File: src/rtl/huah_pkg.sv
// Shared types and constants for the hand-tracking frame pipeline.
// Point layout is {x, y, z}; point 0 of a packed point vector sits in the LSBs.
package huah_pkg;
   localparam int NUM_POINTS = 5;
   localparam int POINT_W    = 38;
   localparam int H_ACTIVE   = 1024;
   localparam int V_ACTIVE   = 768;

   typedef struct packed {
      logic [11:0] x;
      logic [11:0] y;
      logic [13:0] z;
   } point_t;

   typedef enum logic [1:0] {
      IDLE,
      LATCH,
      TICK,
      WAIT_DONE
   } fsc_state_t;
endpackage

File: src/rtl/sat_counter.sv
// Up-counter with synchronous clear and optional saturation at all-ones.
// Count is registered: an increment shows one cycle later; clear beats increment.
module sat_counter #(
   parameter int WIDTH    = 8,
   parameter bit SATURATE = 1'b1
) (
   input  logic             clk_in,
   input  logic             rst_in,
   input  logic             clr_in,
   input  logic             inc_in,
   output logic [WIDTH-1:0] count_out
);
   logic [WIDTH-1:0] count_d;
   logic [WIDTH-1:0] count_q;

   always_comb begin
      count_d = count_q;
      if (clr_in) begin
         count_d = '0;
      end else if (inc_in && !(SATURATE && (count_q == '1))) begin
         count_d = count_q + 1'b1;
      end
   end

   always_ff @(posedge clk_in) begin
      if (rst_in) count_q <= '0;
      else        count_q <= count_d;
   end

   assign count_out = count_q;
endmodule

File: src/rtl/frame_sync_controller.sv
// Per-frame sequencer: snapshot points at vblank start, issue one game tick, wait for done or timeout.
// Snapshot and tick appear 2 cycles after the frame edge; frame edges arriving while busy are dropped and counted.
module frame_sync_controller #(
   parameter int V_ACTIVE       = huah_pkg::V_ACTIVE,
   parameter int NUM_POINTS     = huah_pkg::NUM_POINTS,
   parameter int POINT_W        = huah_pkg::POINT_W,
   parameter int TIMEOUT_CYCLES = 50000
) (
   input  logic                          clk_in,
   input  logic                          rst_in,
   input  logic [10:0]                   hcount_in,
   input  logic [9:0]                    vcount_in,
   input  logic [NUM_POINTS*POINT_W-1:0] points_in,
   input  logic                          points_valid_in,
   input  logic                          pause_in,
   input  logic                          tick_done_in,
   output logic [NUM_POINTS*POINT_W-1:0] points_out,
   output logic                          tick_out,
   output logic                          busy_out,
   output logic [15:0]                   frame_count_out,
   output logic [7:0]                    missed_frames_out,
   output logic                          overrun_out
);
   localparam int             TW           = $clog2(TIMEOUT_CYCLES) + 1;
   localparam logic [TW-1:0]  TIMEOUT_LAST = TW'(TIMEOUT_CYCLES - 1);

   huah_pkg::fsc_state_t state_d, state_q;
   logic [NUM_POINTS*POINT_W-1:0] points_d, points_q;
   logic                          tick_d, tick_q;
   logic                          overrun_d, overrun_q;
   logic [15:0]                   frame_d, frame_q;
   logic                          frame_edge;
   logic [TW-1:0]                 wait_cnt;
   logic                          timeout_hit;

   assign frame_edge  = (hcount_in == 11'd0) && (vcount_in == 10'(V_ACTIVE));
   assign timeout_hit = (wait_cnt == TIMEOUT_LAST);

   // Restarted from zero in TICK so every WAIT_DONE gets the full budget.
   sat_counter #(.WIDTH(TW), .SATURATE(1'b1)) u_timeout (
      .clk_in    (clk_in),
      .rst_in    (rst_in),
      .clr_in    (state_q == huah_pkg::TICK),
      .inc_in    (state_q == huah_pkg::WAIT_DONE),
      .count_out (wait_cnt)
   );

   sat_counter #(.WIDTH(8), .SATURATE(1'b1)) u_missed (
      .clk_in    (clk_in),
      .rst_in    (rst_in),
      .clr_in    (1'b0),
      .inc_in    (frame_edge && (state_q != huah_pkg::IDLE)),
      .count_out (missed_frames_out)
   );

   always_comb begin
      state_d   = state_q;
      points_d  = points_q;
      tick_d    = 1'b0;
      overrun_d = overrun_q;
      frame_d   = frame_q + 16'(frame_edge);
      case (state_q)
         huah_pkg::IDLE: begin
            if (frame_edge) state_d = huah_pkg::LATCH;
         end
         huah_pkg::LATCH: begin
            if (points_valid_in) points_d = points_in;
            if (pause_in) begin
               state_d = huah_pkg::IDLE;
            end else begin
               state_d = huah_pkg::TICK;
               tick_d  = 1'b1;
            end
         end
         huah_pkg::TICK: begin
            state_d = huah_pkg::WAIT_DONE;
         end
         huah_pkg::WAIT_DONE: begin
            // A done in the final budget cycle still counts as on time.
            if (tick_done_in) begin
               state_d = huah_pkg::IDLE;
            end else if (timeout_hit) begin
               overrun_d = 1'b1;
               state_d   = huah_pkg::IDLE;
            end
         end
         default: state_d = huah_pkg::IDLE;
      endcase
   end

   always_ff @(posedge clk_in) begin
      if (rst_in) begin
         state_q   <= huah_pkg::IDLE;
         points_q  <= '0;
         tick_q    <= 1'b0;
         overrun_q <= 1'b0;
         frame_q   <= '0;
      end else begin
         state_q   <= state_d;
         points_q  <= points_d;
         tick_q    <= tick_d;
         overrun_q <= overrun_d;
         frame_q   <= frame_d;
      end
   end

   assign points_out      = points_q;
   assign tick_out        = tick_q;
   assign busy_out        = (state_q != huah_pkg::IDLE);
   assign frame_count_out = frame_q;
   assign overrun_out     = overrun_q;
endmodule

File: config.mk
export PLATFORM = sky130hd
export DESIGN_NAME = frame_sync_controller
export DESIGN_NICKNAME = d
export VERILOG_FILES = /design/src/rtl/huah_pkg.sv /design/src/rtl/sat_counter.sv /design/src/rtl/frame_sync_controller.sv
export SDC_FILE = /design/constraint.sdc
export NUM_CORES = 1
export LEC_CHECK = 0
export CAP_MARGIN = 20
export CORE_MARGIN = 10
export CORE_UTILIZATION = 40
export CTS_CLUSTER_DIAMETER = 80
export CTS_CLUSTER_SIZE = 8
export DETAILED_ROUTE_END_ITERATION = 12
export PLACE_DENSITY_LB_ADDON = 0.12
export SYNTH_ARGS = -nofsm -noshare
export SYNTH_HDL_FRONTEND = slang
export SYNTH_HIERARCHICAL = 1
export SYNTH_SLANG_ARGS = --single-unit
File: constraint.sdc
create_clock -name clk_in -period 7.2 [get_ports clk_in]
set_clock_uncertainty 0.15 [all_clocks]
set_input_delay 2.16 -clock clk_in [delete_from_list [all_inputs] [get_ports clk_in]]
set_output_delay 2.16 -clock clk_in [all_outputs]
set_load 0.02 [all_outputs]
### After elaboration in Yosys (flattened, before gate mapping)

Cells that the tools add are included.

| word-level totals | value |
|---|---|
| bits in registers | 235 |
| bits of input ports | 216 |

| operators by class | value |
|---|---|
| add/sub/neg operators | 3 |
| equality and inequality tests | 9 |
| muxes and demuxes | 6 |
| bitwise operators | 2 |
| reduce and logical (&&, ||, !) cells | 14 |

Operators by type and width:

| operator | number |
|---|---|
| adder 17 x 1 -> 17 bit, second input constant | 1 |
| == test 17 x 16 -> 1 bit, second input constant | 1 |
| == test 17 bit, second input constant | 1 |
| adder 16 x 1 -> 16 bit | 1 |
| zero test 11 bit | 1 |
| == test 10 bit, second input constant | 1 |
| adder 8 x 1 -> 8 bit, second input constant | 1 |
| == test 8 bit, second input constant | 1 |
| two-way mux 2 bit | 4 |
| one-hot mux 2 bit (4 select lines) | 1 |
| == test 2 bit, second input constant | 2 |
| logical AND 1 bit | 4 |
| AND reduction 2 bit | 2 |
| OR reduction 2 bit | 2 |
| inequality test 3 bit, second input constant | 1 |
| AND reduction 3 bit | 1 |
| == test 2 x 1 -> 1 bit, second input constant | 1 |
| zero test 1 bit | 2 |
| zero test 2 bit | 1 |
| inequality test 2 bit, second input constant | 1 |
| NOT 1 bit | 2 |
| nonzero test 2 bit | 1 |
| two-way mux 1 bit | 1 |

### Longest topological paths before layout

Gate-level depths: netlist of the first run.

| depth | value |
|---|---|
| word-level depth | 4 |
| gate-level depth with buffers | 9 |
| gate-level depth less buffers | 9 |

### By module

Netlist of the first run, hierarchy kept.

Modules (own cells, without submodules):

| module | instances | cells each | area an instance (µm²) | seq. area each (µm²) |
|---|---|---|---|---|
| frame_sync_controller | 1 | 937 | 7532.2 | 4204.0 |
| sat_counter at u_timeout | 1 | 86 | 800.8 | 340.3 |
| sat_counter at u_missed | 1 | 44 | 420.4 | 160.2 |

### Worst setup path after synthesis of the first run

No wires, ideal clock.

| path | value |
|---|---|
| kind | input to register |
| start | input hcount_in[10] |
| end | register frame_q[10], in the netlist frame_count_out[10] |
| library setup time | 0.070 ns |
| arrival | 4.045 ns |
| path slack | 2.935 ns |
| cell stages on the path | 9 |
| path buffers | 0 |
| path through | nor4b_1 -> nand2_1 -> nor3_1 -> ha_1 -> ha_1 -> and3_4 -> nand4_4 -> or4_1 -> a21oi_1 |

| on the way | value |
|---|---|
| longest elaborated chain between the ends | 3 |

Ends and longest elaborated chain:

| element | line | text |
|---|---|---|
| from (decl) | frame_sync_controller.sv:11 | `input logic [10:0] hcount_in,` |
| zero test 11 bit | frame_sync_controller.sv:36 | `assign frame_edge = (hcount_in == 11'd0) && (vcount_in == 10'(V_ACTIVE));` |
| logical AND 1 bit | frame_sync_controller.sv:36 |  |
| adder 16 x 1 -> 16 bit | frame_sync_controller.sv:61 | `frame_d = frame_q + 16'(frame_edge);` |
| to (signal assigned) | frame_sync_controller.sv:103 | `frame_q <= frame_d;` |
| to (decl) | frame_sync_controller.sv:31 | `logic [15:0] frame_d, frame_q;` |

No other way between the ends.
A chain may end at the register's enable or synchronous reset.

### Final worst setup path of the first run

| path | value |
|---|---|
| start | input hcount_in[10] |
| end | register frame_q[14], in the netlist frame_count_out[14] |

The elaborated chain is that of the path after synthesis.

==> results of run 1 <==
worst max-delay path: stages:
cell	delay (ns)
clkdlybuf4s50_1	0.40
nor4b_1	0.31
nand2_1	0.11
nor3_1	0.22
ha_1	0.22
ha_1	0.19
and3_4	0.22
nand4_4	0.14
or3_2	0.48
a21oi_1	0.16
cells by family (layout without fill, tap and decap cells):
logic type,count (synthesis),count (layout)
compound gates,223,223
mux,5,5
fa+ha+maj,5,5
xor+xnor,20,20
other cells,1,6
simple gates,501,501
flops,235,235
buf+inv,77,486
worst min-delay path by stage:
| stage | from | slack, ns | endpoint |
|---|---|---|---|
| CTS | points_out[164] | 0.30 | points_out[164] |
| floorplan | u_timeout/count_out[13] | 0.32 | u_timeout/count_out[13] |
| finish | points_out[123] | 0.30 | points_out[123] |
| global placement | overrun_out | 0.29 | overrun_out |
| global route | points_out[132] | 0.32 | points_out[132] |
| detailed placement | overrun_out | 0.29 | overrun_out |
cell usage after synthesis, types with 6 or more instances:
master / number
nor4_1: 6
inv_1: 7
nand3_1: 8
dfxtp_1: 235
clkbuf_1: 33
xor2_1: 10
buf_2: 22
or3_1: 7
nand2_1: 396
nand4_1: 11
nor2_1: 26
a21oi_1: 204
nor2b_1: 7
o21ai_0: 8
buf_6: 13
xnor2_1: 10
state kept, by name, indices dropped and copies added, names as in the netlist, named ones only:
register	flops
frame_count_out	16
overrun_out	1
points_out	190
u_missed/count_out	8
tick_out	1
u_timeout/count_out	17
state_q	1
power by group through the flow:
stage / Clock [mW] / Sequential [mW] / Combinational, mW
global placement: 0 / 1.33 / 0.142
detailed placement: 0 / 1.33 / 0.143
global route: 1.53 / 1.30 / 0.152
CTS: 1.47 / 1.30 / 0.144
floorplan: 0 / 1.33 / 0.0209
finish: 1.43 / 1.30 / 0.143
area by class of cell:
cell class	instances	share of cell area, %
Sequential cell	235	33.48
Tap cell	280	2.493
Multi-Input combinational cell	759	25.95
Clock inverter	1	0.05342
Timing Repair Buffer	440	31.21
Inverter	8	0.2137
Antenna cell	1	0.01781
Clock buffer	37	6.589
per-stage QoR:
step	instances	power [mW]	utilization [%]	hold WS, ns
after floorplan	1071	1.350	-	0.3207
after global placement	1722	1.471	60.48	0.2851
after detailed placement	1722	1.471	60.48	0.2873
after CTS	1760	2.919	64.78	0.3011
after global routing	1761	2.983	64.79	0.3164
final	1761	2.878	64.79	0.3002
layer usage:
metal / up-vias / track usage (%) / wire length [um]
met5: - / 0 / 0
met4: 0 / 7.797 / 1090
met3: 60 / 8.778 / 3140
met2: 338 / 35.02 / 15280
met1: 3935 / 24.71 / 12760
li1: 4317 / - / -
==> flow_summary.yaml, run 1 <==
logic_synthesis:
  yosysWarnings: 6
  synth_top_cell_area_share_pct: 53.74
  synth_xor_area_share_pct: 2.001
  ys_types: 49
  ys_ff_latch: 235
  seq_area_frac_synth_pct: 53.74
  synth_edf_count: 0
  synthTopCellsByArea: "dfxtp_1 54%, nand2_1 17%, a21oi_1 12%, buf_6 1.7%, clkbuf_1 1.4%"
  synth-compound-area-share_pct: 13.26
  synth.largest_area_cell: "dfxtp_1"
  synth_top_family_by_area: "simple AND/OR/NAND/NOR gates"
  synthArstFlopShare_pct: 0
  synth_area_per_cell_um2: 8.204
  synth-simple-area-share_pct: 24.83
  synthCells: 1067
  synthMuxAreaShare_pct: 0.5718
  synth_ff_type: "dfxtp_1"
  syn_area_um2: 8753
  synth-adder-area-share_pct: 0.7147
power_and_ir_drop:
  p_comb_share_pct: 5.0
  p_sw_mw: 0.5756
  peakVddDrop_mv: 0.1827
  p_leak_nw: 4.736
  power_frac_seq_pct: 45.3
  p_clk_share_pct: 49.7
  p_sw_share_pct: 20.00
  internal_power_mw: 2.303
  powerDensity_nw_per_um2: 204.8
clock_tree:
  cts_tree: "built"
  clk_pin_slew_ns: 0.05
  hold_buffers: 0
  root_buffer: "clkbuf_16"
  clockBufferDepth: 3
  cts_sinks: 235
  clock_latency_ns: 0.48
  post-cts-setup-buffers: 0
  cts_buffers: 35
  ctsResizeCount: 0
  htreeDepth: 2
routing:
  drt-wirelength-per-cell_um: 18.33
  ant_nets: 0
  wl_mm: 32.27
  drt_iter0_markers: 768
  avgViaCountPerCell: 4.912
  firstDrtPassIters: 4
  drc: 0
  vias: 8650
timing:
  fin_crit_ns: 4.361
  hold_viol_final: 0
  fin_ws_ns: 2.839
  tightest_slew_ns: 0.8847
  fin_crit_sh_pct: 60.58
  max_freq_ghz: 0.2293
  rsz0062_at_grt: "no"
  slew_viol_final: 0
  setup_viol: 0
  setup_tns_ns: 0
  max-slew-margin-rel_pct: 41.02
global_routing:
  grt_overflow_total: 0
  grt_pass1_vias: 8443
  grt_pass1_wl_mm: 49.05
  antenna_found_initial: 1
  grt_util_all_layers_pct: 21.44
  grt_max_degree: 110
placed_design:
  gp_congestion: 0.7799
  port_buffers: 432
  pre_cts_ws_ns: 2.318
  dp_hpwl_mm: 23.59
  placed_cell_area_um2: 13120
worst_hold_path:
  min_path_cells: 2
  min_path_type: "flop to flop"
critical_path:
  crit_path_max_fanout: 8
  worstPathArrival_ns: 4.62
  crit_start: "hcount_in[10]"
  rrSetupSlack_ns: 4.65
  crit_type: "input pin to flop"
  crit_path_start_kind: "input pin"
  critPathRequiredTime_ns: 7.46
  cp-endpoint: "frame_count_out[14]"
  r2r-end: "points_out[118]"
  endpoint_kind: "flop"
  worstReg2RegStart: "state_q[0]"
  r2r_cells: 6
floorplan:
  die-area_um2: 28200
  start_util_pct: 40.36
  rows: 54
  boundaryPins: 433
  coreArea_um2: 21690
  die_h_um: 167.9
  dieWidth_um: 167.9
cells_and_area:
  finalNetCount: 1700
  mostFrequentLayoutCell: "clkdlybuf4s50_1"
  n_fill_cell: 1843
  layout_common_cells: "431 x clkdlybuf4s50_1, 396 x nand2_1, 235 x dfxtp_1"
  multi_input_area_um2: 3646
  finalInstanceArea_um2: 14050
  area_growth_pct: 60.53
  drive_gt1_share_pct: 4.595
  regArea_um2: 4705
flow_run:
  max_cap_viol_count: 0
run_status:
  status: "completed"
Power figures use the tool's default switching activity.
==> run 2, diff against run 1 <==
Clock period 7.2 ns to 4.11 ns, I/O delays scaled along.
==> run 2 against run 1 <==
  * Setup slack lost 2.2 ns
  * Critical endpoint is now frame_count_out[10]
  * Sequential cell count is the same
  * Count of clock-buffer cells in the layout is the same
  * Power grew 75%
  * Critical path type unchanged
  * Routed wire length grew 0.35%
==> flow_summary.yaml, run 2 (synthesis results as in run 1) <==
critical_path:
  rrSetupSlack_ns: 1.55
  path_depth: 10
  critPathTopFamily: "simple AND/OR/NAND/NOR gates"
  crit_start: "hcount_in[10]"
  cp-endpoint: "frame_count_out[10]"
  worstPathCellList: "clkdlybuf4s50_1 -> nor4b_1 -> nand2_1 -> nor3_1 -> ha_1 -> ha_1 -> and3_4 -> nand4_4 -> or4_1 -> a21oi_1"
  path_common_cell: "ha_1"
  crit_buf_inv: 1
  crit_path_start_kind: "input pin"
  critical_path.slowest_cell: "or4_1"
  cpPeakStageDelay_ns: 0.49
  r2r-end: "u_timeout/count_out[9]"
  critPathRequiredTime_ns: 4.38
  endpoint_kind: "flop"
  r2r_cells: 8
  worstPathArrival_ns: 3.73
  crit_type: "input pin to flop"
  worstReg2RegStart: "u_timeout/count_out[2]"
  crit_path_max_fanout: 8
timing:
  hold_viol_final: 0
  setup_viol: 0
  max-slew-margin-rel_pct: 61.48
  fin_crit_sh_pct: 84.16
  hold_ws_ns: 0.2998
  setup_tns_ns: 0
  fin_crit_ns: 3.459
  rsz0062_at_grt: "no"
  max_freq_ghz: 0.2891
  slew_viol_final: 0
  tightest_slew_ns: 0.5778
power_and_ir_drop:
  peakVddDrop_mv: 0.3260
  p_leak_nw: 4.767
  powerDensity_nw_per_um2: 356.3
worst_hold_path:
  min_path_type: "flop to flop"
  min_path_cells: 2
global_routing:
  grt_pass1_wl_mm: 49.45
  grt_util_all_layers_pct: 21.59
  grt_pass1_vias: 8482
  grt_overflow_total: 0
  antenna_found_initial: 2
  grt_max_degree: 124
clock_tree:
  ctsResizeCount: 0
  clk_pin_slew_ns: 0.05
  cts_sinks: 235
  cts_buffers: 35
  root_buffer: "clkbuf_16"
  post-cts-setup-buffers: 0
  cts_tree: "built"
  htreeDepth: 2
  clock_latency_ns: 0.49
  hold_buffers: 0
  clockBufferDepth: 3
routing:
  avgViaCountPerCell: 4.911
  drt_iter0_markers: 565
  drt-wirelength-per-cell_um: 18.36
  vias: 8663
  drc: 0
  ant_nets: 0
  wl_mm: 32.38
  firstDrtPassIters: 4
floorplan:
  coreArea_um2: 21690
  rows: 54
  die-area_um2: 28200
  die_h_um: 167.9
  dieWidth_um: 167.9
  start_util_pct: 40.36
  boundaryPins: 433
cells_and_area:
  largest_register_ffs: 190
  area_growth_pct: 61.45
  drive_gt1_share_pct: 4.723
  multi_input_area_um2: 3646
  layout_common_cells: "431 x clkdlybuf4s50_1, 396 x nand2_1, 235 x dfxtp_1"
  mostFrequentLayoutCell: "clkdlybuf4s50_1"
  finalNetCount: 1702
  regArea_um2: 4705
  n_fill_cell: 1842
placed_design:
  gp_congestion: 0.7914
  dp_hpwl_mm: 23.58
  port_buffers: 432
flow_run:
  max_cap_viol_count: 0
run_status:
  status: "completed"
## run 2: changes by cell type in the layout (fill, tap and decap cells not counted)
cell     before  now
buf_12        0    5
diode_2       1    2
buf_4         8    5
## run 2: worst min path at each step
stage,from,to,slack (ns)
floorplan,u_timeout/count_out[13],u_timeout/count_out[13],0.32
global placement,overrun_out,overrun_out,0.29
detailed placement,overrun_out,overrun_out,0.29
CTS,points_out[157],points_out[157],0.30
global route,points_out[131],points_out[131],0.31
finish,points_out[18],points_out[18],0.30
## run 2: power breakdown
group,internal [mW],leakage [nW],switching [mW],total [mW]
clock network,1.57,0.456,0.931,2.50
registers,2.28,1.89,0.000000262,2.28
logic,0.184,2.42,0.0687,0.253
## run 2: area by class of cell
| type | instances | share of cell area, % |
|---|---|---|
| Multi-Input combinational cell | 759 | 25.80 |
| Sequential cell | 235 | 33.29 |
| Inverter | 8 | 0.2125 |
| Clock buffer | 37 | 6.552 |
| Tap cell | 280 | 2.479 |
| Timing Repair Buffer | 442 | 31.58 |
| Clock inverter | 1 | 0.05312 |
| Antenna cell | 2 | 0.03541 |
## run 2: metal layers
layer / up-vias / global-route usage (%) / routed length, um
li1: 4330 / - / -
met1: 3942 / 24.65 / 12670
met2: 335 / 36.21 / 15530
met3: 56 / 8.359 / 3319
met4: 0 / 7.192 / 864
met5: - / 0 / 0
## run 2: stage by stage
stage	area [um2]	cells	total power, mW	setup WS [ns]	util, %
4_1_cts	14130	1762	5.108	0.6820	65.14
5_1_grt	14130	1764	5.208	0.4876	65.16
3_3_place_gp	13190	1724	2.579	0.2162	60.83
3_5_place_dp	13190	1724	2.580	0.1745	60.83
2_1_floorplan	8768	1071	2.365	0.7717	-
6_report	14130	1764	5.035	0.6512	65.16
## run 2: worst min-delay path, delay by kind of cell (launching register included)
family,cells,cell delay (ns)
simple gates,1,0.05
compound gates,1,0.05
flops,1,0.30
